<file path="config.mk">
export PLATFORM = sky130hd
export DESIGN_NAME = bram_wide_write_packer
export DESIGN_NICKNAME = d
export VERILOG_FILES = /design/src/rtl/bram_packer_pkg.sv /design/src/rtl/bram_packer_lane_reg.sv /design/src/rtl/bram_wide_write_packer.sv
export SDC_FILE = /design/constraint.sdc
export NUM_CORES = 1
export LEC_CHECK = 0
export CAP_MARGIN = 10
export CORE_MARGIN = 10
export CORE_UTILIZATION = 40
export CTS_CLUSTER_DIAMETER = 80
export DETAILED_ROUTE_END_ITERATION = 10
export PLACE_DENSITY = 0.66
export SYNTH_ARGS = -nofsm -noshare
export SYNTH_HDL_FRONTEND = slang
export SYNTH_SLANG_ARGS = --single-unit
</file>
<file path="constraint.sdc">
create_clock -name clk -period 3.07 [get_ports clk]
set_input_delay 0.921 -clock clk [delete_from_list [all_inputs] [get_ports clk]]
set_output_delay 0.921 -clock clk [all_outputs]
set_load 0.01 [all_outputs]
</file>
<file path="src/rtl/bram_packer_pkg.sv">
// Shared helpers for the wide-write packer: legal RATIO check and lane-index width.
package bram_packer_pkg;

    function automatic bit ratio_legal(input int ratio);
        return (ratio == 1) || (ratio == 2) || (ratio == 4);
    endfunction

    // Lane index needs at least one bit even when RATIO is 1.
    function automatic int lane_idx_w(input int ratio);
        return (ratio <= 2) ? 1 : $clog2(ratio);
    endfunction

endpackage

</file>
<file path="src/rtl/bram_packer_lane_reg.sv">
// One narrow lane holding register; clear wins over write enable.
module bram_packer_lane_reg #(
    parameter int NARROW_W = 8
) (
    input  logic                clk,
    input  logic                rst,
    input  logic                we,
    input  logic                clr,
    input  logic [NARROW_W-1:0] d,
    output logic [NARROW_W-1:0] q
);

    logic [NARROW_W-1:0] dat_d;
    logic [NARROW_W-1:0] dat_q;

    always_comb begin
        dat_d = dat_q;
        if (clr) begin
            dat_d = '0;
        end else if (we) begin
            dat_d = d;
        end
    end

    always_ff @(posedge clk or posedge rst) begin
        if (rst) begin
            dat_q <= '0;
        end else begin
            dat_q <= dat_d;
        end
    end

    assign q = dat_q;

endmodule

</file>
<file path="src/rtl/bram_wide_write_packer.sv">
// Packs RATIO narrow beats into one wide RAM write; write issues one cycle after the completing beat.
// Full throughput: in_ready only drops during reset or while the address counter is being loaded.
module bram_wide_write_packer
    import bram_packer_pkg::*;
#(
    parameter int NARROW_W = 8,
    parameter int RATIO    = 4,
    parameter int ADDR_W   = 10
) (
    input  logic                         clk,
    input  logic                         rst,
    input  logic                         in_valid,
    output logic                         in_ready,
    input  logic [NARROW_W-1:0]          in_data,
    input  logic                         in_last,
    input  logic                         base_load,
    input  logic [ADDR_W-1:0]            base_addr,
    output logic                         wce,
    output logic [ADDR_W-1:0]            wa,
    output logic [NARROW_W*RATIO-1:0]    wd,
    output logic                         wrapped
);

    localparam int LANE_W = lane_idx_w(RATIO);
    localparam int WIDE_W = NARROW_W * RATIO;

    if (!ratio_legal(RATIO)) begin : g_bad_ratio
        $error("bram_wide_write_packer: RATIO must be 1, 2 or 4");
    end

    logic                accept;
    logic                complete;
    logic [RATIO-1:0]    lane_we;
    logic                lane_clr;
    logic [NARROW_W-1:0] lane_dat [RATIO];
    logic [WIDE_W-1:0]   wd_asm;

    logic [LANE_W-1:0]   lane_d,    lane_q;
    logic [ADDR_W-1:0]   addr_d,    addr_q;
    logic                wrapped_d, wrapped_q;
    logic                wce_d,     wce_q;
    logic [ADDR_W-1:0]   wa_d,      wa_q;
    logic [WIDE_W-1:0]   wd_d,      wd_q;

    assign in_ready = !rst && !base_load;
    assign accept   = in_valid && in_ready;
    assign complete = accept && (in_last || (lane_q == LANE_W'(RATIO - 1)));
    assign lane_clr = complete || base_load;

    // The completing beat bypasses its lane register and goes straight into wd.
    for (genvar g = 0; g < RATIO; g++) begin : g_lane
        assign lane_we[g] = accept && !complete && (lane_q == LANE_W'(g));

        bram_packer_lane_reg #(
            .NARROW_W (NARROW_W)
        ) u_lane (
            .clk (clk),
            .rst (rst),
            .we  (lane_we[g]),
            .clr (lane_clr),
            .d   (in_data),
            .q   (lane_dat[g])
        );
    end

    always_comb begin
        wd_asm = '0;
        for (int k = 0; k < RATIO; k++) begin
            if (LANE_W'(k) < lane_q) begin
                wd_asm[k*NARROW_W +: NARROW_W] = lane_dat[k];
            end else if (LANE_W'(k) == lane_q) begin
                wd_asm[k*NARROW_W +: NARROW_W] = in_data;
            end
        end
    end

    always_comb begin
        lane_d    = lane_q;
        addr_d    = addr_q;
        wrapped_d = wrapped_q;
        wce_d     = complete;
        wa_d      = wa_q;
        wd_d      = wd_q;

        if (base_load) begin
            lane_d    = '0;
            addr_d    = base_addr;
            wrapped_d = 1'b0;
        end else if (complete) begin
            lane_d = '0;
            addr_d = addr_q + ADDR_W'(1);
            wa_d   = addr_q;
            wd_d   = wd_asm;
            if (addr_q == {ADDR_W{1'b1}}) begin
                wrapped_d = 1'b1;
            end
        end else if (accept) begin
            lane_d = lane_q + LANE_W'(1);
        end
    end

    always_ff @(posedge clk or posedge rst) begin
        if (rst) begin
            lane_q    <= '0;
            addr_q    <= '0;
            wrapped_q <= 1'b0;
            wce_q     <= 1'b0;
            wa_q      <= '0;
            wd_q      <= '0;
        end else begin
            lane_q    <= lane_d;
            addr_q    <= addr_d;
            wrapped_q <= wrapped_d;
            wce_q     <= wce_d;
            wa_q      <= wa_d;
            wd_q      <= wd_d;
        end
    end

    assign wce     = wce_q;
    assign wa      = wa_q;
    assign wd      = wd_q;
    assign wrapped = wrapped_q;

endmodule
</file>
; After elaboration in Yosys (flattened, before gate mapping)
; Index checks and enable logic that the tools add are counted.
[op_classes]
n_addsub = 2
order_cmp = 4
n_eq_ne = 7
mux = 24
bitwise = 1
n_reduce_logical = 23
[ops]
columns = op, count
row1 = $mux 8, 16
row2 = $mux 10, 2
row3 = $reduce_bool 2->1, 6
row4 = $add 10x1->10 const B, 1
row5 = $eq 10x10->1 const B, 1
row6 = $logic_and 1x1->1, 8
row7 = $mux 2, 3
row8 = $eq 2x2->1 const A, 2
row9 = $eq 2x2->1 const B, 2
row10 = $lt 1x2->1 const A, 2
row11 = $lt 2x2->1 const A, 2
row12 = $reduce_and 2->1, 2
row13 = $logic_not 1->1, 3
row14 = $mux 1, 3
row15 = $reduce_bool 3->1, 1
row16 = $add 2x1->2 const B, 1
row17 = $eq 1x2->1 const A, 1
row18 = $eq 2x1->1 const B, 1
row19 = $logic_not 2->1, 1
row20 = $logic_or 1x1->1, 2
row21 = $not 1->1, 1
[word_totals]
register_bits = 88
input_bits = 23
output_inout_bits = 45

; Longest topological paths before layout
; Gate-level depths: netlist (run 1).
[depth]
depth_word = 9
mapped_depth = 8
depth_no_buf = 6

; Modules after synthesis
; Synthesis (run 1) repeated with hierarchy kept, for this count alone.
[unflattened]
hier_cells = 358
hier_area_um2 = 3617.2
[modules_own_cells]
columns = module, n_inst, cells_per_inst, area_per_inst_um2, seq_area_each_um2
row1 = bram_wide_write_packer, 1, 277, 2630.0, 1401.3
row2 = bram_packer_lane_reg, 3, 27, 329.1, 200.2

; Worst setup path before layout (run 1)
; Ideal clock, no wire load.
[synth_timing]
path_kind = input to output
start = in base_load
end = out in_ready
arrival_ps = 1589
required_time_ps = 2149
setup_slack_ps = 560
stages = 3
path_cell_list = clkbuf_1 -> clkbuf_1 -> nor2_1
[synth_via]
elab_chain_cells = 2
[synth_rtl]
columns = element, line
row1 = start: declaration, bram_wide_write_packer.sv:16  ; input logic base_load,
row2 = $logic_not 1->1, bram_wide_write_packer.sv:45  ; assign in_ready = !rst && !base_load;
row3 = $logic_and 1x1->1, bram_wide_write_packer.sv:45
row4 = end: declaration, bram_wide_write_packer.sv:13  ; output logic in_ready,
; Every way passes these cells.

; Final worst setup path (run 1)
; Same ends and word-level chain as after synthesis.

==> results of run 1 <==
cells in the final DEF (no fill, tap or decap), types with 5 or more instances in the layout:
cell type,n
buf_4,13
clkdlybuf4s50_1,67
inv_1,6
o21ai_0,32
dfrtp_1,80
and3_1,8
nand3_1,5
mux2i_1,33
ha_1,6
nand2_1,66
clkbuf_8,10
a21oi_1,16
nor2_1,43
a22o_1,8
routing by layer:
metal / GRT usage (%) / wire length [µm] / vias to the layer above
li1: - / - / 1363
met1: 16.8 / 3830 / 1288
met2: 19.6 / 3820 / 44
met3: 3.91 / 475 / 12
met4: 5.86 / 149 / 0
met5: 0 / 0 / -
worst reg2reg max path, stage by stage, from the launching register on:
cell	delay, ns
dfrtp_1	0.56
ha_1	0.32
nor2_1	0.38
or3_4	0.37
inv_1	0.18
buf_4	0.19
nand2_1	0.07
nand2_1	0.04
state kept, by name, summed over array words and instances, names as in the netlist:
| name | count |
|---|---|
| wrapped | 1 |
| wa | 10 |
| g_lane.u_lane.q | 24 |
| addr_q | 10 |
| wd | 32 |
| wce | 1 |
| lane_q | 2 |
worst paths after layout:
path / start / end / slack (ns)
min reg2reg: wa[1] / wa[1] / 0.48
min in group asynchronous: rst / addr_q[8] / 1.06
max reg2reg: lane_q[1] / wa[3] / 0.87
max: base_load / in_ready / 0.16
min: wa[1] / wa[1] / 0.48
max in group asynchronous: rst / wd[11] / 1.39
final cells by class:
class | count | area share (%)
timing repair buffer | 81 | 17.0
clock inverter | 5 | 1.22
inverter | 7 | 0.568
tap | 108 | 2.92
clock buffer | 11 | 3.05
sequential | 80 | 43.3
multi-input combinational | 252 | 32.0
kinds of logic after synthesis:
kind of cell	after synthesis
flip-flops	80
buffers and inverters	30
adder cells (fa/ha/maj)	6
XOR/XNOR	6
multiplexers	33
AND/OR/NAND/NOR	145
AO/OA/AOI/OAI	62
power groups by stage:
stage / registers (µW) / logic [µW] / clock network [µW]
after floorplan: 1220 / 130 / 0
after global placement: 1190 / 358 / 0
after detailed placement: 1200 / 363 / 0
after CTS: 1180 / 364 / 795
after global routing: 1190 / 396 / 840
final: 1170 / 355 / 777
metrics by stage:
| step | total power, µW | util, % |
|---|---|---|
| final | 2310 | 52.8 |
| after global routing | 2420 | 52.8 |
| after CTS | 2340 | 52.8 |
| after detailed placement | 1560 | 50.6 |
| after global placement | 1550 | 50.6 |
| after floorplan | 1350 | - |
==> impl_metrics.py, run 1 <==
metrics = {
    "timing": {
        "max_slew_margin_pct": 64.6,
        "final-setup-viol-count": 0,
        "clock.fmax_mhz": 344,
        "fin_crit_ns": 2.91,
        "fin_skew_ns": 0.00935,
        "finalMaxSlewViolations": 0,
        "timing.final.crit_share_pct": 94.7,
        "rsz0062_at_grt": "no",
        "hold-worst-slack_ns": 0.477,
        "fin_ws_ns": 0.163,
        "tns_ns": 0,
        "hold_viol": 0,
        "worst_pin_slew_ns": 0.531,
    },
    "critical_path": {
        "cp.required_ns": 2.15,
        "cp_num_cells": 3,
        "path_common_cell": "clkdlybuf4s50_1",
        "cp_num_buf_inv": 2,
        "arrival_ns": 1.99,
        "cp_top_family": "buffers and inverters",
        "worst_setup_path_end_kind": "output pin",
        "reg2reg_depth": 7,
        "critPathSlowestCell": "clkdlybuf4s50_1",
        "path_class": "input port to output pin",
        "critPathMaxFanout": 2,
        "slowest_delay_ns": 0.54,
        "crit_chain": "clkdlybuf4s50_1 -> nor2_1 -> clkdlybuf4s50_1",
        "start_kind": "input port",
    },
    "global_routing": {
        "grt_max_degree": 42,
        "overflow": 0,
        "antenna_found_initial": 0,
        "grt_pass1_vias": 2750,
        "grt_pass1_wl_um": 13900,
        "globalRouteTotalUtil_pct": 13.0,
    },
    "synthesis": {
        "ys.flop_type": "dfrtp_1",
        "synth_area_per_cell_um2": 9.98,
        "synth-compound-area-share_pct": 10.1,
        "synth_fp_nets": 391,
        "synthXorXnorAreaFrac_pct": 1.46,
        "syn_area_um2": 3610,
        "synth_largest_area_cell": "dfrtp_1",
        "synth_common_cells": "dfrtp_1, nand2_1, nor2_1",
        "yosysTopAreaCellShare_pct": 55.4,
        "yosysSeqAreaShare_pct": 55.4,
        "ys_warn_count": 0,
        "syn_inst": 362,
        "async_flop_share_pct": 100,
        "ys_ff_latch": 80,
        "ys_types": 37,
        "synth_area_leaders": "dfrtp_1, mux2i_1, nand2_1, nor2_1, o21ai_0",
        "synth_top_family_by_area": "simple AND/OR/NAND/NOR gates",
        "yosys.area_share.simple_pct": 18.2,
        "yosys-mux-area-fraction_pct": 9.15,
        "synth_edf_count": 0,
        "yosys.area_share.adder_pct": 2.08,
        "synth_most_common_cell": "dfrtp_1",
    },
    "cts": {
        "postCtsSetupBuffers": 0,
        "clockBufferDepth": 2,
        "clock_latency_ns": 0.36,
        "postCtsHoldBufs": 0,
        "post_cts_resized": 0,
        "cts_root_buffer": "clkbuf_8",
        "numCtsBuffers": 9,
        "clkSinkCount": 80,
        "path_clk_slew_ns": 0.07,
        "cts_tree": "yes",
        "h-tree-depth": 3,
    },
    "placed_design": {
        "port_buffers": 67,
        "gp_congestion": 0.820,
        "dp_slack_ns": 0.163,
        "post_dp_cell_area_um2": 4430,
        "dp_cells": 528,
        "dp_hpwl_um": 5990,
    },
    "pwr": {
        "p_leak_uw": 0.00229,
        "p_sw_uw": 597,
        "internal_power_uw": 1710,
        "ir_drop_v": 0.000221,
        "power.density_nw_per_um2": 498,
        "combPwrFrac_pct": 15.4,
        "switching_share_pct": 25.9,
        "clock_power_share_pct": 33.7,
        "p_seq_share_pct": 50.9,
    },
    "route": {
        "vias_per_cell": 4.98,
        "routedWlPerCell_um": 15.2,
        "ant_nets": 0,
        "drc": 0,
        "vias": 2707,
        "drt_wl_total_um": 8280,
        "drt-pass1-iter-count": 4,
        "drtIter0Drc": 144,
    },
    "finish": {
        "final_cells": 544,
        "stdcell_area_um2": 4630,
        "layout.nets": 460,
        "fill_cells": 795,
        "syn_to_final_growth_pct": 28.2,
        "seqCellArea_um2": 2000,
        "multi_input_area_um2": 1480,
        "drive_above_1_share_pct": 8.03,
        "antenna-diode-count": 0,
    },
    "die": {
        "pin_count": 68,
        "rows": 34,
        "die_y_um": 115,
        "die_area_um2": 13200,
        "die_w_um": 115,
        "core_um2": 8760,
        "start_util_pct": 41.2,
    },
    "run_status": {
        "status": "complete, no violations",
    },
    "min_path": {
        "min_path_type": "flop to flop",
        "holdPathStages": 2,
    },
    "run": {
        "maxCapViolCount": 0,
    },
}
(Power assumes the default switching activity.)
==> inputs of run 2 (changes only) <==
==> constraint.sdc (replaced) <==
create_clock -name clk -period 2.38 [get_ports clk]
set_input_delay 0.714 -clock clk [delete_from_list [all_inputs] [get_ports clk]]
set_output_delay 0.714 -clock clk [all_outputs]
set_load 0.01 [all_outputs]
==> run 2 against run 1 <==
Compared with the run above: total power up 36%; highest routed layer unchanged; count of clock-buffer cells in the layout down 1; worst setup slack worse by 0.10 ns; worst hold slack better by 0.0026 ns; register-to-register slack worse by 0.37 ns; critical endpoint unchanged; flip-flop and latch count unchanged; first-iteration DRC count up 6.9%; critical path depth unchanged; via count up 2.7%.
==> impl_metrics.py, run 2 (same netlist as run 1, synthesis figures left out) <==
metrics = {
    "finish": {
        "fin_util_pct": 54.4,
        "syn_to_final_growth_pct": 32.1,
        "layout.nets": 471,
        "antenna-diode-count": 0,
        "layout_commonest_cell": "dfrtp_1",
        "fill_cells": 815,
        "multi_input_area_um2": 1480,
        "seqCellArea_um2": 2000,
        "layout_common_cells": "dfrtp_1, nand2_1, clkdlybuf4s50_1",
        "drive_above_1_share_pct": 10.5,
        "largest_reg_flops": 32,
    },
    "critical_path": {
        "start_kind": "input port",
        "cp_top_family": "buffers and inverters",
        "path_class": "input port to output pin",
        "slowest_delay_ns": 0.42,
        "critPathMaxFanout": 2,
        "crit_chain": "clkdlybuf4s50_1 -> nor2_1 -> dlygate4sd2_1",
        "arrival_ns": 1.60,
        "cp.required_ns": 1.67,
        "critPathSlowestCell": "clkdlybuf4s50_1",
        "worst_setup_path_end_kind": "output pin",
        "cp_num_buf_inv": 2,
    },
    "timing": {
        "worst_pin_slew_ns": 0.521,
        "rsz0062_at_grt": "no",
        "clock.fmax_mhz": 431,
        "max_slew_margin_pct": 65.3,
        "hold-worst-slack_ns": 0.479,
        "fin_skew_ns": 0.00731,
        "final-setup-viol-count": 0,
        "fin_crit_ns": 2.32,
        "hold_viol": 0,
        "finalMaxSlewViolations": 0,
        "timing.final.crit_share_pct": 97.4,
        "tns_ns": 0,
        "fin_ws_ns": 0.0611,
    },
    "route": {
        "drt-pass1-iter-count": 4,
        "vias": 2780,
        "drc": 0,
        "vias_per_cell": 5.01,
        "drtIter0Drc": 154,
        "ant_nets": 0,
        "drt_wl_total_um": 8680,
        "routedWlPerCell_um": 15.6,
    },
    "die": {
        "die_y_um": 115,
        "die_w_um": 115,
        "rows": 34,
        "pin_count": 68,
        "start_util_pct": 41.2,
        "core_um2": 8760,
        "die_area_um2": 13200,
    },
    "cts": {
        "cts_root_buffer": "clkbuf_8",
        "numCtsBuffers": 9,
        "path_clk_slew_ns": 0.08,
        "h-tree-depth": 3,
        "clock_latency_ns": 0.35,
        "cts_tree": "yes",
        "clockBufferDepth": 2,
        "postCtsSetupBuffers": 0,
        "clkSinkCount": 80,
    },
    "global_routing": {
        "overflow": 0,
        "antenna_found_initial": 0,
        "grt_pass1_wl_um": 14400,
        "grt_pass1_vias": 2840,
        "grt_max_degree": 58,
        "globalRouteTotalUtil_pct": 13.5,
    },
    "run_status": {
        "status": "complete, no violations",
    },
    "placed_design": {
        "dp_hpwl_um": 6240,
        "gp_congestion": 0.815,
        "port_buffers": 67,
        "dp_slack_ns": -0.232,
    },
    "pwr": {
        "ir_drop_v": 0.000241,
        "p_total_uw": 3130,
        "power.density_nw_per_um2": 656,
        "p_leak_uw": 0.00237,
    },
    "run": {
        "maxCapViolCount": 0,
    },
    "min_path": {
        "min_path_type": "flop to flop",
    },
}
==> run 2: timing repair <==
action,CTS,global route
hold buffers,0,0
resized for setup,1,0
setup endpoints to repair,1,0
==> run 2: routing by layer <==
metal  global-route usage [%]  vias up  part of all wire [%]
met3                     4.27        7                   5.7
li1                         -     1381                     -
met4                     4.95        0                   1.3
met2                     20.5       58                    47
met1                     17.8     1334                    46
met5                        0        -                     0
==> run 2: metrics by stage <==
| stage | area [µm²] | instances |
|---|---|---|
| after floorplan | 3610 | 362 |
| after global placement | 4540 | 539 |
| after detailed placement | 4540 | 539 |
| after CTS | 4770 | 555 |
| after global routing | 4770 | 555 |
| final | 4770 | 555 |
==> run 2: worst paths after layout <==
| check | start | end | slack, ns | depth (start not counted) |
|---|---|---|---|---|
| hold / removal | wd[5] | wd[5] | 0.48 | 2 |
| min in group asynchronous | rst | g_lane[2].u_lane.q[6] | 0.91 | 4 |
| setup / recovery | base_load | in_ready | 0.06 | 3 |
| setup reg to reg | lane_q[0] | g_lane[1].u_lane.q[5] | 0.50 | 6 |
| max in group asynchronous | rst | g_lane[1].u_lane.q[7] | 1.21 | 4 |
| hold reg to reg | wd[5] | wd[5] | 0.48 | 2 |
==> run 2: report_power, final <==
group / internal (µW) / total (µW) / leakage [µW] / switching [µW]
combinational: 251 / 476 / 0.00119 / 225
sequential: 1450 / 1510 / 0.00107 / 59.3
clock: 623 / 1140 / 0.000109 / 520
total: 2330 / 3130 / 0.00237 / 804
==> run 2: final cells by class <==
class                      count  share of cell area (%)
clock buffer                  10                    2.88
clock inverter                 6                    1.94
tap                          108                    2.83
sequential                    80                    42.0
multi-input combinational    252                    31.0
timing repair buffer          92                    18.8
inverter                       7                   0.629
==> run 2: worst min-delay path: stages, from the launching register on <==
cell and delay (ns):
dfrtp_1 0.35, nand2_1 0.04, o21ai_0 0.06
